$ cat config.mk
export PLATFORM = sky130hd
export DESIGN_NAME = display_scan_ctrl
export DESIGN_NICKNAME = d
export VERILOG_FILES = /design/src/rtl/display_scan_ctrl.sv
export SDC_FILE = /design/constraint.sdc
export NUM_CORES = 1
export LEC_CHECK = 0
export ABC_AREA = 1
export CORE_ASPECT_RATIO = 0.6
export CORE_UTILIZATION = 30
export DETAILED_ROUTE_END_ITERATION = 12
export SLEW_MARGIN = 20
export SYNTH_ARGS = -nofsm -noshare
export SYNTH_HDL_FRONTEND = slang
export SYNTH_SLANG_ARGS = --single-unit
$ cat constraint.sdc
create_clock -name clk -period 1.7 [get_ports clk]
set_input_delay 0.51 -clock clk [delete_from_list [all_inputs] [get_ports clk]]
set_output_delay 0.51 -clock clk [all_outputs]
set_load 0.05 [all_outputs]
$ cat src/rtl/display_scan_ctrl.sv
// Time-multiplexed scan for the dual common-anode display: DIG0, BLANK0, DIG1, BLANK1.
// Both digit values are captured once per frame so a lit digit never changes mid-frame.
module display_scan_ctrl #(
  parameter int ON_CYCLES    = 99000,
  parameter int BLANK_CYCLES = 1000
) (
  input  logic       clk,
  input  logic       reset,
  input  logic [3:0] sA,
  input  logic [3:0] sB,
  output logic [3:0] s,
  output logic [1:0] control,
  output logic       blank,
  output logic       frame_tick
);

  localparam int MAX_CYCLES = (ON_CYCLES > BLANK_CYCLES) ? ON_CYCLES : BLANK_CYCLES;
  localparam int CW         = (MAX_CYCLES > 1) ? $clog2(MAX_CYCLES) : 1;
  localparam logic [CW-1:0] ON_LAST    = CW'(ON_CYCLES - 1);
  localparam logic [CW-1:0] BLANK_LAST = CW'(BLANK_CYCLES - 1);

  typedef enum logic [1:0] {
    DIG0   = 2'd0,
    BLANK0 = 2'd1,
    DIG1   = 2'd2,
    BLANK1 = 2'd3
  } state_t;

  state_t        state;
  state_t        state_next;
  logic [CW-1:0] cnt;
  logic [CW-1:0] cnt_next;
  logic          last;
  logic          capture;
  logic [3:0]    digA_q;
  logic [3:0]    digB_q;

  always_ff @(posedge clk) begin
    if (!reset) begin
      state  <= BLANK1;
      cnt    <= '0;
      digA_q <= 4'h0;
      digB_q <= 4'h0;
    end else begin
      state <= state_next;
      cnt   <= cnt_next;
      if (capture) begin
        digA_q <= sA;
        digB_q <= sB;
      end
    end
  end

  // Capture happens only on the BLANK1->DIG0 edge, so the whole frame shows one snapshot.
  always_comb begin
    state_next = state;
    cnt_next   = cnt + CW'(1);
    capture    = 1'b0;
    last       = 1'b0;
    case (state)
      DIG0, DIG1: last = (cnt == ON_LAST);
      default:    last = (cnt == BLANK_LAST);
    endcase
    if (last) begin
      cnt_next = '0;
      case (state)
        DIG0:    state_next = BLANK0;
        BLANK0:  state_next = DIG1;
        DIG1:    state_next = BLANK1;
        default: begin
          state_next = DIG0;
          capture    = 1'b1;
        end
      endcase
    end
  end

  always_comb begin
    control    = 2'b11;
    s          = 4'h0;
    blank      = 1'b1;
    frame_tick = 1'b0;
    case (state)
      DIG0: begin
        control    = 2'b10;
        s          = digA_q;
        blank      = 1'b0;
        frame_tick = (cnt == '0);
      end
      DIG1: begin
        control = 2'b01;
        s       = digB_q;
        blank   = 1'b0;
      end
      default: ;
    endcase
  end

endmodule

==> impl_results.md, run 1 <==
* Setup Crit Path Kind: reg -> out
* Via density per instance at 4.516
* Clock share of power at 0.353
* Leakage power at 0.0009177 uW
* Power share of the combinational group at 0.084
* Met2 demand-to-capacity share in global routing at 0.2180
* Total via count in the routed design at 1418
* Number of cell instances on the worst register-to-register path at 10
* Minimum hold slack at 0.5030 ns
* Number of antenna violations at the first check in global routing at 0
* Number of buffers added by the clock tree synthesis step at 3
* Placement Setup Slack at 0.003971 ns
* Core Rows at 19
* Peak fanout along the critical path at 4
* Arrival time of the worst setup path at 1.39 ns
* Number of global-route vias before repair at 1259
* Yosys reg bits at 27
* Transition at the pin with the smallest max-transition slack at 0.4000 ns
* Largest net degree at the start of global routing at 18
* Final Skew at 0.003673 ns
* CTS clock-pin slew for the worst setup and hold paths at 0.11 ns
* R2R Path Start: cnt[0]
* Clock Sinks at 27
* Setup violators final at 7
* Ant. Diodes at 0
* First-pass GRT wire length at 6.299 mm
* Largest family of logic cells by synthesized area: simple AND/OR/NAND/NOR gates
* Initial DRC count at 71
* Die extent in y at 56.36 um
* Top Usage Layer GRT: met1
* Count of warnings emitted by yosys at 0
* Ports at 18
* Largest area contributor in the netlist: sky130_fd_sc_hd__dfxtp_1
* Post-synthesis instance total at 209
* Clock Root Buffer: sky130_fd_sc_hd__clkbuf_8
* Worst setup SP type: flop
* Switching Fraction at 0.2411
* Main area contributors after synthesis: sky130_fd_sc_hd__dfxtp_1, sky130_fd_sc_hd__nor2_1, sky130_fd_sc_hd__nand2_1
* First-pass iteration count of the detailed router at 4
* Sequential share of power at 0.563
* Fraction of the mapped netlist area in simple logic gates at 0.3692
* Required arrival time at the worst endpoint at 1.19 ns
* Number of remaining DRC errors at 0
* Latest clock arrival within the worst-skew pair at 0.28 ns
* Final critical path time including I/O delays and setup at 1.896 ns
* Final Net Count at 269
* Met1 usage in global routing at 0.2438
* Wirelength per Cell at 13.00 um
* Adder-Cell Fraction of Synth Area at 0.05927
* Distinct cells, synth at 25
* Max VDD drop at 0.3183 mV
* Fin crit share at 1.115
* Worst hold path startpoint: cnt[13]
* Multiplexer share of the synthesized area at 0
* Psw at 275.7 uW
* Sequential-to-total area share from yosys stat at 0.3658
* Die outline area at 0.005219 sq mm
* Worst hold path class: reg -> reg
* # Max-Cap Violations at 0
* Buffers added on ports at 17
* Worst max-slew margin expressed relative to the limit at 0.7313
* Initial core utilization at 0.3171
* Post-Synth XOR/XNOR Area at 0.05334
* Post-DP HPWL at 2.722 mm
* Outcome: finished with violations
* Global-route congestion overflow total at 0
* Unrepaired setup endpoints after global routing: true
* # H-tree levels at 1
* Remaining number of nets flagged by the antenna check after routing at 0
* P_int at 868.1 uW
* Setup TNS Final at -0.9863 ns
* Cell Area, Synth at 0.001478 sq mm
* Least setup slack across all paths after layout at -0.1960 ns
* Kind of end point of the critical path: output port
* Fmax at 0.5274 GHz
* Final count of pins violating max slew at 0
* Share of the synthesized area in the top cell type at 0.3658
* Failing checks: negative setup slack
* Compound-cell area share of the yosys netlist at 0.04403
* Instance count along the most critical hold path at 2
* Fraction of final layout cells sized beyond drive strength 1 at 0.3307
* Final Hold Violating Endpoints at 0
* Die span in x at 92.61 um
* Most common cell after layout, fill and taps aside: sky130_fd_sc_hd__nor2_1
* TritonCTS clock tree: yes
* Synthesized area per cell at 7.070 sq um
* Area added between synthesis and finish at 55.55%
* Core box area at 0.004659 sq mm
* Overall routing resource usage at 0.1571
* Grt met3 use at 0.04065
* Post-synth net total at 226
* Commonest cells after routing, fill and taps aside: sky130_fd_sc_hd__nor2_1, sky130_fd_sc_hd__nand2_1, sky130_fd_sc_hd__inv_1
* PD cells at 497.6 mW/mm^2
* Number of buffers between clock root and the deepest sink at 2
* Total routed wirelength at 4.082 mm
* Worst setup path start: state[1]
* Final RePlAce weighted congestion at 0.8153
-- cells by family (layout without fill, tap and decap cells) --
| logic type | after synthesis | count (layout) |
|---|---|---|
| AO/OA/AOI/OAI | 12 | 12 |
| flip-flops | 27 | 27 |
| adder cells (fa/ha/maj) | 7 | 7 |
| XOR/XNOR | 9 | 9 |
| buffers and inverters | 36 | 77 |
| AND/OR/NAND/NOR | 118 | 119 |
-- layout make-up --
class,count,area (sq um)
Fill cell,443,2361
Multi-Input combinational cell,147,999.7
Sequential cell,27,550.5
Timing Repair Buffer,40,478.0
Inverter,33,141.4
Tap cell,63,78.83
Clock buffer,3,41.29
Clock inverter,1,8.758
-- sequential cells by signal, summed over array words and instances (netlist names) --
signal / flops
cnt: 17
digA_q: 4
digB_q: 4
state: 2
-- per-stage QoR --
step	util	cells	power [uW]	area [sq um]
after global routing	0.4933	314	1188	2298
final	0.4933	314	1144	2298
after CTS	0.4554	307	1126	2122
after detailed placement	0.4036	297	716.6	1881
after floorplan	-	209	683.6	1493
after global placement	0.4036	297	715.9	1881
-- critical path, cell delays in order, from the launching register on --
cell and delay (ns):
sky130_fd_sc_hd__dfxtp_2 0.36, sky130_fd_sc_hd__buf_4 0.15, sky130_fd_sc_hd__ha_4 0.17, sky130_fd_sc_hd__inv_4 0.07, sky130_fd_sc_hd__o22ai_4 0.19, sky130_fd_sc_hd__buf_12 0.16
-- cell usage after synthesis --
library cell,n
sky130_fd_sc_hd__nor3_4,1
sky130_fd_sc_hd__nand4_4,1
sky130_fd_sc_hd__nand2_1,40
sky130_fd_sc_hd__ha_1,7
sky130_fd_sc_hd__nor3b_1,1
sky130_fd_sc_hd__nor2_4,1
sky130_fd_sc_hd__xor2_1,9
sky130_fd_sc_hd__nand4_1,5
sky130_fd_sc_hd__nand2_2,5
sky130_fd_sc_hd__nor3_2,1
sky130_fd_sc_hd__nor4_1,1
sky130_fd_sc_hd__nor2_2,1
sky130_fd_sc_hd__clkbuf_8,1
sky130_fd_sc_hd__buf_6,2
sky130_fd_sc_hd__o21ai_0,3
sky130_fd_sc_hd__nor3_1,4
sky130_fd_sc_hd__dfxtp_1,27
sky130_fd_sc_hd__nand3_2,1
sky130_fd_sc_hd__o22ai_1,4
sky130_fd_sc_hd__clkinv_1,1
sky130_fd_sc_hd__nor2_1,45
sky130_fd_sc_hd__inv_1,31
sky130_fd_sc_hd__nand3_1,11
sky130_fd_sc_hd__a21oi_1,5
sky130_fd_sc_hd__inv_2,1
-- what timing repair did --
| item | CTS | global route |
|---|---|---|
| cloned | 0 | 3 |
| hold buffers | 0 | 0 |
| resized for setup | 38 | 22 |
| pin swaps | 6 | 14 |
| buffers inserted | 6 | 4 |
| setup endpoints to repair | 8 | 35 |
-- power groups by stage --
stage | Combinational, uW | Sequential, uW | Clock, uW
3_5_place_dp | 57.9 | 659 | 0
2_1_floorplan | 26.4 | 657 | 0
5_1_grt | 104 | 646 | 439
3_3_place_gp | 57.5 | 658 | 0
6_report | 95.6 | 644 | 404
4_1_cts | 75.1 | 643 | 408
-- final timing paths --
path	to	slack (ns)
setup / recovery	s[3]	-0.20
hold / removal	cnt[13]	0.50
setup reg to reg	cnt[2]	0
hold reg to reg	cnt[13]	0.50
-- metal layers --
metal | part of all wire | up-vias
met5 | 0 | -
met2 | 0.40 | 25
met3 | 0.044 | 4
li1 | - | 742
met1 | 0.55 | 647
met4 | 0.0071 | 0
(Power assumes the default switching activity.)
==> inputs of run 2 (changes only) <==
--- a/config.mk
+++ b/config.mk
@@ -13,3 +13,4 @@
 export SYNTH_ARGS = -nofsm -noshare
 export SYNTH_HDL_FRONTEND = slang
 export SYNTH_SLANG_ARGS = --single-unit
+export TNS_END_PERCENT = 30
==> constraint.sdc (replaced) <==
create_clock -name clk -period 1.8 [get_ports clk]
set_input_delay 0.54 -clock clk [delete_from_list [all_inputs] [get_ports clk]]
set_output_delay 0.54 -clock clk [all_outputs]
set_load 0.05 [all_outputs]
==> run 2 against run 1 <==
  * Wire length decreased by 6.3%
  * Core utilization shrank 3.3 points
  * Sequential share of layout area grew 1.6 points
  * The run still ends with negative setup slack left
  * Sequential cell count did not move
  * Cell area fell by 6.7%
  * Clock skew is 0.0081 ns higher
  * Total power down 9.9%
  * Largest power group unchanged
  * Via count decreased by 3.8%
  * Critical endpoint is now frame_tick
==> impl_results.md, run 2 (synthesis gave the netlist of run 1 again) <==
* Layout filler cell count at 456
* CP endpoint: frame_tick
* Total via count in the routed design at 1364
* Hold bufs inserted after CTS at 0
* R2R Path Start: cnt[0]
* Final Net Count at 261
* Required arrival time at the worst endpoint at 1.26 ns
* Transition at the pin with the smallest max-transition slack at 0.3452 ns
* Flip-flop count of the largest register after layout at 17
* Clock Root Buffer: sky130_fd_sc_hd__clkbuf_8
* Unrepaired setup endpoints after global routing: true
* # Max-Cap Violations at 0
* Worst max-slew margin expressed relative to the limit at 0.7691
* Die extent in y at 56.36 um
* Final Skew at 0.01174 ns
* Most flops, register: cnt
* Endpoint of the most critical register-to-register path: digA_q[3]
* Clock Sinks at 27
* CTS clock-pin slew for the worst setup and hold paths at 0.10 ns
* Setup TNS Final at -0.4003 ns
* # H-tree levels at 1
* Total routed wirelength at 3.824 mm
* Final count of pins violating max slew at 0
* PD cells at 480.3 mW/mm^2
* Fin crit share at 1.060
* Slowest stage cell on the critical path: sky130_fd_sc_hd__dfxtp_2
* Least setup slack across all paths after layout at -0.1084 ns
* Worst setup path start: cnt[16]
* Latest clock arrival within the worst-skew pair at 0.28 ns
* Setup violators final at 6
* TritonCTS clock tree: yes
* Buffers added on ports at 17
* Die span in x at 92.61 um
* Post-DP HPWL at 2.742 mm
* First-pass GRT wire length at 5.934 mm
* Largest registers in the final layout: cnt (17), digA_q (4), digB_q (4)
* Fraction of final layout cells sized beyond drive strength 1 at 0.2840
* Ant. Diodes at 0
* First-pass iteration count of the detailed router at 4
* Final RePlAce weighted congestion at 0.8287
* Total chip power at 1030 uW
* Number of global-route vias before repair at 1163
* Number of cell instances on the worst register-to-register path at 11
* Number of buffers between clock root and the deepest sink at 2
* Arrival time of the worst setup path at 1.37 ns
* Setup slack on the worst flop-to-flop path at 0.12 ns
* Most common cell after layout, fill and taps aside: sky130_fd_sc_hd__nor2_1
* Cells traversed along the worst timing path: inv_1, nand3_2, nor4_4, buf_12
* Final Hold Violating Endpoints at 0
* Kind of end point of the critical path: output port
* Maximum cell stage delay along the critical path at 0.35 ns
* Via density per instance at 4.458
* Outcome: finished with violations
* Overall routing resource usage at 0.1501
* Global-route congestion overflow total at 0
* Number of buffers added by the clock tree synthesis step at 3
* Ports at 18
* Wirelength per Cell at 12.50 um
* Core Rows at 19
* Setup Crit Path Kind: reg -> out
* Worst setup SP type: flop
* Remaining number of nets flagged by the antenna check after routing at 0
* Die outline area at 0.005219 sq mm
* Final critical path time including I/O delays and setup at 1.908 ns
* Commonest cells after routing, fill and taps aside: sky130_fd_sc_hd__nor2_1, sky130_fd_sc_hd__nand2_1, sky130_fd_sc_hd__inv_1
* Initial core utilization at 0.3171
* Worst hold path class: reg -> reg
* Initial DRC count at 76
* Number of remaining DRC errors at 0
* Area added between synthesis and finish at 45.13%
* Fmax at 0.5240 GHz
* Largest net degree at the start of global routing at 18
* Leakage power at 0.0008569 uW
* Max VDD drop at 0.3069 mV
* Failing checks: negative setup slack
* Number of antenna violations at the first check in global routing at 0
* Core box area at 0.004659 sq mm
* Peak fanout along the critical path at 3
==> run 2: worst min path at each step <==
| stage | from | endpoint | slack (ns) | cells past startpoint |
|---|---|---|---|---|
| after floorplan | cnt[0] | cnt[0] | 0.44 | 1 |
| after global placement | cnt[13] | cnt[13] | 0.46 | 2 |
| after detailed placement | cnt[0] | cnt[0] | 0.47 | 1 |
| after CTS | cnt[13] | cnt[13] | 0.49 | 2 |
| after global routing | cnt[13] | cnt[13] | 0.54 | 2 |
| final | cnt[13] | cnt[13] | 0.49 | 2 |
==> run 2: timing repair <==
| action | 4_1_cts | 5_1_grt |
|---|---|---|
| gates cloned | 0 | 1 |
| gates resized for setup | 19 | 27 |
| pin swaps | 4 | 6 |
| endpoints found under the setup margin | 8 | 33 |
| setup buffers | 7 | 2 |
==> run 2: area by class of cell <==
type                       instances  area, sq um  share of cell area
multi-input combinational        147        960.9              0.4481
inverter                          33        136.4             0.06359
tap                               63        78.83             0.03676
timing repair buffer              32        375.4              0.1750
sequential                        27        548.0              0.2555
clock buffer                       4        45.04             0.02100
==> run 2: per-stage QoR <==
stage | area, sq um | util | setup WS, ns | cells | hold WS (ns)
6_report | 2145 | 0.4603 | -0.1084 | 306 | 0.4910
3_5_place_dp | 1843 | 0.3955 | 0.08444 | 292 | 0.4747
3_3_place_gp | 1843 | 0.3955 | 0.1038 | 292 | 0.4631
4_1_cts | 1998 | 0.4288 | -0.2243 | 303 | 0.4938
5_1_grt | 2145 | 0.4603 | -0.1632 | 306 | 0.5356
2_1_floorplan | 1493 | - | -0.2424 | 209 | 0.4412
==> run 2: where the power goes <==
group / switching, uW / internal, uW / leakage, uW
logic: 32.5 / 41.4 / 0.000616
clock network: 190 / 159 / 0.0000228
registers: 4.59 / 603 / 0.000219
==> run 2: worst max-delay path: cells and delay by family (launching register included) <==
| family | cells | cell delay (ns) |
|---|---|---|
| buffers and inverters | 2 | 0.30 |
| flip-flops | 1 | 0.35 |
| AND/OR/NAND/NOR | 2 | 0.44 |
==> run 2: per-layer routing <==
layer | vias to the layer above | global-route usage | part of all wire
met5 | - | 0 | 0
met4 | 0 | 0.02679 | 0.0039
met1 | 603 | 0.2570 | 0.54
met3 | 2 | 0.04472 | 0.076
met2 | 37 | 0.1693 | 0.38
li1 | 722 | - | -
==> inputs of run 3 (changes only) <==
--- a/config.mk
+++ b/config.mk
@@ -7,7 +7,8 @@
 export LEC_CHECK = 0
 export ABC_AREA = 1
 export CORE_ASPECT_RATIO = 0.6
-export CORE_UTILIZATION = 30
+export CORE_MARGIN = 5
+export CORE_UTILIZATION = 28
 export DETAILED_ROUTE_END_ITERATION = 12
 export SLEW_MARGIN = 20
 export SYNTH_ARGS = -nofsm -noshare
==> run 3 against run 2 <==
  * Highest routed layer unchanged
  * Largest cell class unchanged
  * Via count fell by 1.3%
  * Total power fell by 0.20%
  * Wire length rose by 2.9%
  * Clock power barely moved
  * Maximum frequency fell by 1.1%
  * Sequential share of layout area rose by 0.27 points
  * First-iteration DRC count fell by 21%
  * Largest power group unchanged
  * The run still ends with negative setup slack left
  * Critical path type unchanged
  * Die area rose by 32%
  * Global-route usage fell by 3.7 points
==> impl_results.md, run 3 (synthesis gave the netlist of run 1 again) <==
* Outcome: finished with violations
* Failing checks: negative setup slack
* Die span in x at 103.8 um
* Number of global-route vias before repair at 1235
* Fmax at 0.5180 GHz
* Required arrival time at the worst endpoint at 1.26 ns
* Final Net Count at 263
* Arrival time of the worst setup path at 1.39 ns
* CTS clock-pin slew for the worst setup and hold paths at 0.09 ns
* Placement Setup Slack at 0.04869 ns
* Core Rows at 20
* Remaining number of nets flagged by the antenna check after routing at 0
* Total via count in the routed design at 1346
* Max VDD drop at 0.3314 mV
* Kind of end point of the critical path: output port
* Overall routing resource usage at 0.1133
* Number of buffers added by the clock tree synthesis step at 3
* Number of remaining DRC errors at 0
* Hold bufs inserted after CTS at 0
* # Max-Cap Violations at 0
* Worst hold path class: reg -> reg
* Largest registers in the final layout: cnt (17), digA_q (4), digB_q (4)
* Core box area at 0.005080 sq mm
* Buffers added on ports at 17
* Area added between synthesis and finish at 43.61%
* Fraction of final layout cells sized beyond drive strength 1 at 0.2898
* Clock Root Buffer: sky130_fd_sc_hd__clkbuf_8
* Setup violators final at 8
* Worst max-slew margin expressed relative to the limit at 0.7745
* PD cells at 484.4 mW/mm^2
* Wirelength per Cell at 12.65 um
* Peak fanout along the critical path at 4
* Least setup slack across all paths after layout at -0.1306 ns
* Via density per instance at 4.328
* Final RePlAce weighted congestion at 0.8217
* Flip-flop count of the largest register after layout at 17
* Layout filler cell count at 515
* Number of buffers between clock root and the deepest sink at 2
* Final critical path time including I/O delays and setup at 1.931 ns
* Clock Sinks at 27
* Initial core utilization at 0.2909
* First-pass GRT wire length at 6.237 mm
* Final Skew at 0.003159 ns
* Total chip power at 1028 uW
* Leakage power at 0.0008419 uW
* Transition at the pin with the smallest max-transition slack at 0.3357 ns
* Ant. Diodes at 0
* Fin crit share at 1.073
* Latest clock arrival within the worst-skew pair at 0.27 ns
* # H-tree levels at 1
* Die extent in y at 66.27 um
* TritonCTS clock tree: yes
* Setup Crit Path Kind: reg -> out
* Most flops, register: cnt
* Global-route congestion overflow total at 0
* Number of antenna violations at the first check in global routing at 0
* First-pass iteration count of the detailed router at 4
* R2R Path Start: cnt[0]
* Post-DP HPWL at 2.835 mm
* Setup TNS Final at -0.6836 ns
* Worst setup path start: state[0]
* Die outline area at 0.006878 sq mm
* Setup slack on the worst flop-to-flop path at 0.08 ns
* Worst hold path startpoint: cnt[14]
* Initial DRC count at 60
* Final count of pins violating max slew at 0
* Total routed wirelength at 3.935 mm
* Commonest cells after routing, fill and taps aside: sky130_fd_sc_hd__nor2_1, sky130_fd_sc_hd__nand2_1, sky130_fd_sc_hd__inv_1, sky130_fd_sc_hd__dfxtp_1, sky130_fd_sc_hd__buf_4
* Final Hold Violating Endpoints at 0
* Most common cell after layout, fill and taps aside: sky130_fd_sc_hd__nor2_1
* Worst setup SP type: flop
* Largest net degree at the start of global routing at 18
* Unrepaired setup endpoints after global routing: true
* Ports at 18
[run 3: stage by stage]
step	hold slack (ns)	instance area (sq um)	std cells	util
2_1_floorplan	0.4412	1493	209	-
3_3_place_gp	0.4622	1862	297	0.3665
3_5_place_dp	0.4743	1862	297	0.3665
4_1_cts	0.4918	2049	308	0.4034
5_1_grt	0.5248	2122	311	0.4177
6_report	0.4944	2122	311	0.4177
[run 3: worst max-delay path: stages (launching register included)]
cell and delay (ns):
sky130_fd_sc_hd__dfxtp_4 0.37, sky130_fd_sc_hd__inv_4 0.04, sky130_fd_sc_hd__ha_4 0.15, sky130_fd_sc_hd__inv_1 0.25
sky130_fd_sc_hd__o22ai_2 0.14, sky130_fd_sc_hd__buf_12 0.17
[run 3: repair_timing]
item / 4_1_cts / 5_1_grt
pin swaps: 5 / 7
buffers inserted: 7 / 2
cloned: 0 / 1
endpoints found under the setup margin: 8 / 28
resized for setup: 27 / 12
[run 3: area by class of cell]
cell class	instances	area [sq um]	area share
repair buffers	34	394.1	0.1857
multi-input cells	147	922.1	0.4346
flip-flops and latches	27	548.0	0.2583
clock buffers	3	41.29	0.01946
clock inverters	1	5.005	0.002358
inverters	33	128.9	0.06073
well taps	66	82.58	0.03892
[run 3: worst paths after layout]
check	to	cells after the start
min reg2reg	cnt[14]	2
min	cnt[14]	2
max	s[2]	5
max reg2reg	digB_q[1]	9
[run 3: layer usage]
metal | wire length, um | part of all wire | global-route usage
met1 | 2167 | 0.55 | 0.1764
met2 | 1603 | 0.41 | 0.1532
met3 | 150 | 0.038 | 0.02927
met4 | 14 | 0.0036 | 0.01939
met5 | 0 | 0 | 0
[run 3: report_power, final]
part	switching (uW)	internal (uW)	total, uW
Sequential	4.00	602	606
Clock	195	155	350
Combinational	30.6	41.2	71.9
Total	230	798	1030
==> RTL edit 1, RTL diff (flow settings as in run 2) <==
The parameter `BLANK_CYCLES` goes from 1000 to 500.
--- a/src/rtl/display_scan_ctrl.sv
+++ b/src/rtl/display_scan_ctrl.sv
@@ -2,7 +2,7 @@
 // Both digit values are captured once per frame so a lit digit never changes mid-frame.
 module display_scan_ctrl #(
   parameter int ON_CYCLES    = 99000,
-  parameter int BLANK_CYCLES = 1000
+  parameter int BLANK_CYCLES = 500
 ) (
   input  logic       clk,
   input  logic       reset,
Behaviour: no difference found for any inputs over 10 cycles, from zero or initial values and one cycle with reset low; that may be too few to reach the edited logic, so the function may still have changed.
==> RTL edit 1 against run 2 <==
  * The run still ends with setup timing left
  * Sequential power about the same
  * Via count up 0.95%
  * Worst setup slack worse by 0.045 ns
  * Hold slack better by 0.0021 ns
  * Fmax down 2.3%
  * Highest routed layer unchanged
  * Count of clock-buffer cells in the layout down 1
  * Synthesized area down 2.2%
  * Routed wire length down 1.4%
  * Utilization up 0.14 points
  * Clock skew down 0.00056 ns
  * Final area down 1.2%
  * Power up 0.54%
  * Sequential cell count unchanged
==> RTL edit 1: results (changes against run 2) <==
Worst setup path
  • R2R depth: 9 (was 11)
  • Register-to-register path setup slack: 0.17 ns (was 0.12 ns)
  • Beginning of the critical path: cnt[12]$_SDFF_PP0_ (was cnt[16]$_SDFF_PP0_)
  • Data arrival time at the worst-slack endpoint: 1.41 ns (was 1.37 ns)

Hold path
  • Worst Min Path Start: cnt[14]$_SDFF_PP0_ (was cnt[13]$_SDFF_PP0_)
  • Hold endpoint: cnt[14]$_SDFF_PP0_ (was cnt[13]$_SDFF_PP0_)
  • Type of the most critical hold path: flip-flop to flip-flop (unchanged)

Place
  • Post-placement cell area: 1833 um2 (was 1843 um2)
  • Placer congestion estimate: 0.8534 (was 0.8287)
  • Place WS: 0.06136 ns (was 0.08444 ns)
  • HPWL reported at the end of detailed placement: 2.540 mm (was 2.742 mm)

Power and ir drop
  • Leakage Power: 0.8338 nW (was 0.8569 nW)
  • Worst ir drop on vdd: 0.3810 mV (was 0.3069 mV)

Synthesis
  • Register area share after synthesis: 37.40% (was 36.58%)
  • Biggest area contributors in the synthesized netlist: dfxtp_1, nand2_1, nor2_1 (was dfxtp_1, nor2_1, nand2_1)
  • Commonest cells in the netlist: nand2_1, nor2_1, inv_1, dfxtp_1, nand3_1 (was nor2_1, nand2_1, inv_1, dfxtp_1, nand3_1)
  • Number of standard cells after synthesis: 206 (was 209)
  • Post-synthesis area per instance: 7.015 um2 (was 7.070 um2)
  • Net count after synthesis: 223 (was 226)

Global route
  • Met1 track utilization from global routing: 25.08% (was 25.70%)
  • Antenna violations before repair: 0 (unchanged)
  • Global Route met3 Usage: 3.825% (was 4.472%)
  • GR Util All Layers: 15.54% (was 15.01%)
  • Number of global-route vias before repair: 1,206 (was 1,163)

Detailed routing
  • Average vias per placed instance: 4.485 (was 4.458)
  • First DRT Iteration DRCs: 103 (was 76)
  • DR WL/cell: 12.28 um (was 12.50 um)
  • Routed WL: 3.770 mm (was 3.824 mm)

Cells and area
  • Multi-input combinational gate total: 146 (was 147)
  • Area share of buffers outside the clock network: 19.43% (was 17.50%)
  • Nets: 262 (was 261)
  • Share of final layout cell area taken by clock buffers and inverters: 2.185% (was 2.100%)
  • Fillcell total: 419 (was 456)
  • Clock tree buffer count of the final layout: 3 (was 4)
  • Non-clock inverter count in the final layout: 30 (was 33)
  • Sequential cell area: 553.0 um2 (was 548.0 um2)
  • Relative area change from synthesis to final layout: 46.58% (was 45.13%)
  • Buffers, non-clock: 37 (was 32)
  • Multi-input logic portion of the cell area: 42.53% (was 44.81%)

Run status
  • Outcome: complete, but fails checks (unchanged)
  • Violated checks: setup timing (unchanged)

STA
  • Slew margin rel.: 80.99% (was 76.91%)
  • Endpoints failing setup: 7 (was 6)
  • Post-route clock skew: 0.01118 ns (was 0.01174 ns)
  • PnR worst setup slack: -0.1529 ns (was -0.1084 ns)
  • Summed negative setup slack over all endpoints: -0.5868 ns (was -0.4003 ns)

Clocking
  • H-tree level count: 1 (unchanged)
-- RTL edit 1: report_power, final --
part	internal, mW	switching (mW)
Clock	0.156	0.206
Sequential	0.603	0.00388
Combinational	0.0370	0.0301
-- RTL edit 1: critical path, cell delays in order (launching register included) --
cell and delay [ns]:
dfxtp_2 0.34, inv_2 0.07, nand4_1 0.18, nor4_4 0.36, buf_12 0.18
-- RTL edit 1: layer usage --
metal | vias up | wire [um]
met3 | 2 | 222
met5 | - | 0
met2 | 36 | 1543
met4 | 0 | 12
li1 | 718 | -
met1 | 621 | 1991
-- RTL edit 1: logic make-up after synthesis --
kind of cell    Yosys count  share of synthesized area (%)
compound gates           11                          4.416
flops                    27                          37.40
fa+ha+maj                 7                          6.060
buf+inv                  33                          9.436
xor+xnor                  9                          5.454
simple gates            119                          37.23
-- RTL edit 1: repair_timing --
item,4_1_cts,5_1_grt
resized for setup,32,18
setup buffers,8,3
setup endpoints to repair,7,13
pin swaps,6,3
==> RTL edit 2, RTL diff (flow settings as in run 2) <==
Without the edit above. Re-encode `state_t` (4 states) as one-hot, 4 bits wide.
--- a/src/rtl/display_scan_ctrl.sv
+++ b/src/rtl/display_scan_ctrl.sv
@@ -19,11 +19,11 @@
   localparam logic [CW-1:0] ON_LAST    = CW'(ON_CYCLES - 1);
   localparam logic [CW-1:0] BLANK_LAST = CW'(BLANK_CYCLES - 1);
 
-  typedef enum logic [1:0] {
-    DIG0   = 2'd0,
-    BLANK0 = 2'd1,
-    DIG1   = 2'd2,
-    BLANK1 = 2'd3
+  typedef enum logic [3:0] {
+    DIG0   = 4'b0001,
+    BLANK0 = 4'b0010,
+    DIG1   = 4'b0100,
+    BLANK1 = 4'b1000
   } state_t;
 
   state_t        state;
Formal check against the unedited RTL: no difference found for any inputs over 10 cycles, from zero or initial values and one cycle with reset low; not proved beyond that.
==> RTL edit 2 against run 2 <==
  * The run still ends with setup timing left
  * Synthesized area increased by 2.3%
  * Sequential cell count increased by 2
  * Power increased by 27%
  * Worst setup slack got worse by 0.074 ns
  * Combinational power decreased by 31%
  * Non-clock buffer count decreased by 1
  * Final area decreased by 2.0%
  * Hold slack got worse by 0.065 ns
  * Synthesized cell count increased by 1.4%
  * Routed wire length decreased by 12%
  * Clock skew decreased by 0.0060 ns
  * Critical path depth unchanged
  * Critical endpoint unchanged
  * Largest cell class unchanged
==> RTL edit 2: results (changes against run 2) <==
Power and ir drop
  • Part of the power in registers: 49.6% (was 59.0%)
  • Internal: 1.018 mW (was 0.8033 mW)
  • Worst ir drop on vdd: 0.2348 mV (was 0.3069 mV)
  • Total net switching power: 0.2937 mW (was 0.2267 mW)

Global route
  • Number of global-route vias before repair: 1,217 (was 1,163)
  • Global Route met3 Usage: 5.867% (was 4.472%)
  • Met1 track utilization from global routing: 21.95% (was 25.70%)
  • GR Util All Layers: 14.29% (was 15.01%)

STA
  • Slew margin rel.: 80.95% (was 76.91%)
  • PnR worst setup slack: -0.1826 ns (was -0.1084 ns)
  • Endpoints failing setup: 6 (unchanged)
  • Post-route clock skew: 0.005704 ns (was 0.01174 ns)

Synthesis
  • Number of distinct library cells after synthesis: 26 (was 25)
  • Net count after synthesis: 224 (was 226)
  • Biggest area contributors in the synthesized netlist: dfxtp_1, nor2_1, nand2_1 (unchanged)
  • Area fraction in compound gates after synthesis: 5.629% (was 4.403%)
  • Post-synthesis area per instance: 7.129 um2 (was 7.070 um2)

Place
  • Post-placement cell area: 1893 um2 (was 1843 um2)
  • HPWL reported at the end of detailed placement: 2.447 mm (was 2.742 mm)
  • Place WS: 0.05092 ns (was 0.08444 ns)
  • Placer congestion estimate: 0.8223 (was 0.8287)

Detailed routing
  • First DRT Iteration DRCs: 63 (was 76)
  • Met2 wire length: 1.218 mm (was 1.441 mm)
  • Routed WL: 3.374 mm (was 3.824 mm)
  • DR WL/cell: 10.88 um (was 12.50 um)

Worst setup path
  • Slowest library cell on the worst path: dfxtp_1 (was dfxtp_2)
  • Data arrival time at the worst-slack endpoint: 1.44 ns (was 1.37 ns)
  • Maximum fanout along the worst path: 7 (was 3)

Clocking
  • TritonCTS Buffers: 5 (was 3)
  • Clk pin slew, worst setup/hold paths: 0.06 ns (was 0.10 ns)
  • H-tree level count: 2 (was 1)

Cells and area
  • Fraction of layout cells with a size suffix above 1: 24.29% (was 28.40%)

Hold path
  • Number of cells on the worst hold path: 1 (was 2)

Run status
  • Outcome: complete, but fails checks (unchanged)
  • Violated checks: setup timing (unchanged)
-- RTL edit 2: timing repair --
item | 4_1_cts | 5_1_grt
pin swaps | 1 | 6
resized for setup | 4 | 23
buffers inserted | 0 | 3
endpoints found under the setup margin | 6 | 13
-- RTL edit 2: area by class of cell --
class / instances / area share [%]
sequential: 29 / 27.99
tap: 63 / 3.752
multi-input combinational: 148 / 40.74
inverter: 31 / 5.658
clock buffer: 7 / 4.586
timing repair buffer: 31 / 17.03
clock inverter: 1 / 0.2382
-- RTL edit 2: final timing paths --
| check | start | endpoint | slack (ns) |
|---|---|---|---|
| max | state[3]$_SDFFE_PN1N_ | frame_tick | -0.18 |
| min | cnt[0]$_SDFF_PP0_ | cnt[0]$_SDFF_PP0_ | 0.43 |
| max reg2reg | state[3]$_SDFFE_PN1N_ | digA_q[1]$_SDFFE_PN0P_ | 0.11 |
| min reg2reg | cnt[0]$_SDFF_PP0_ | cnt[0]$_SDFF_PP0_ | 0.43 |
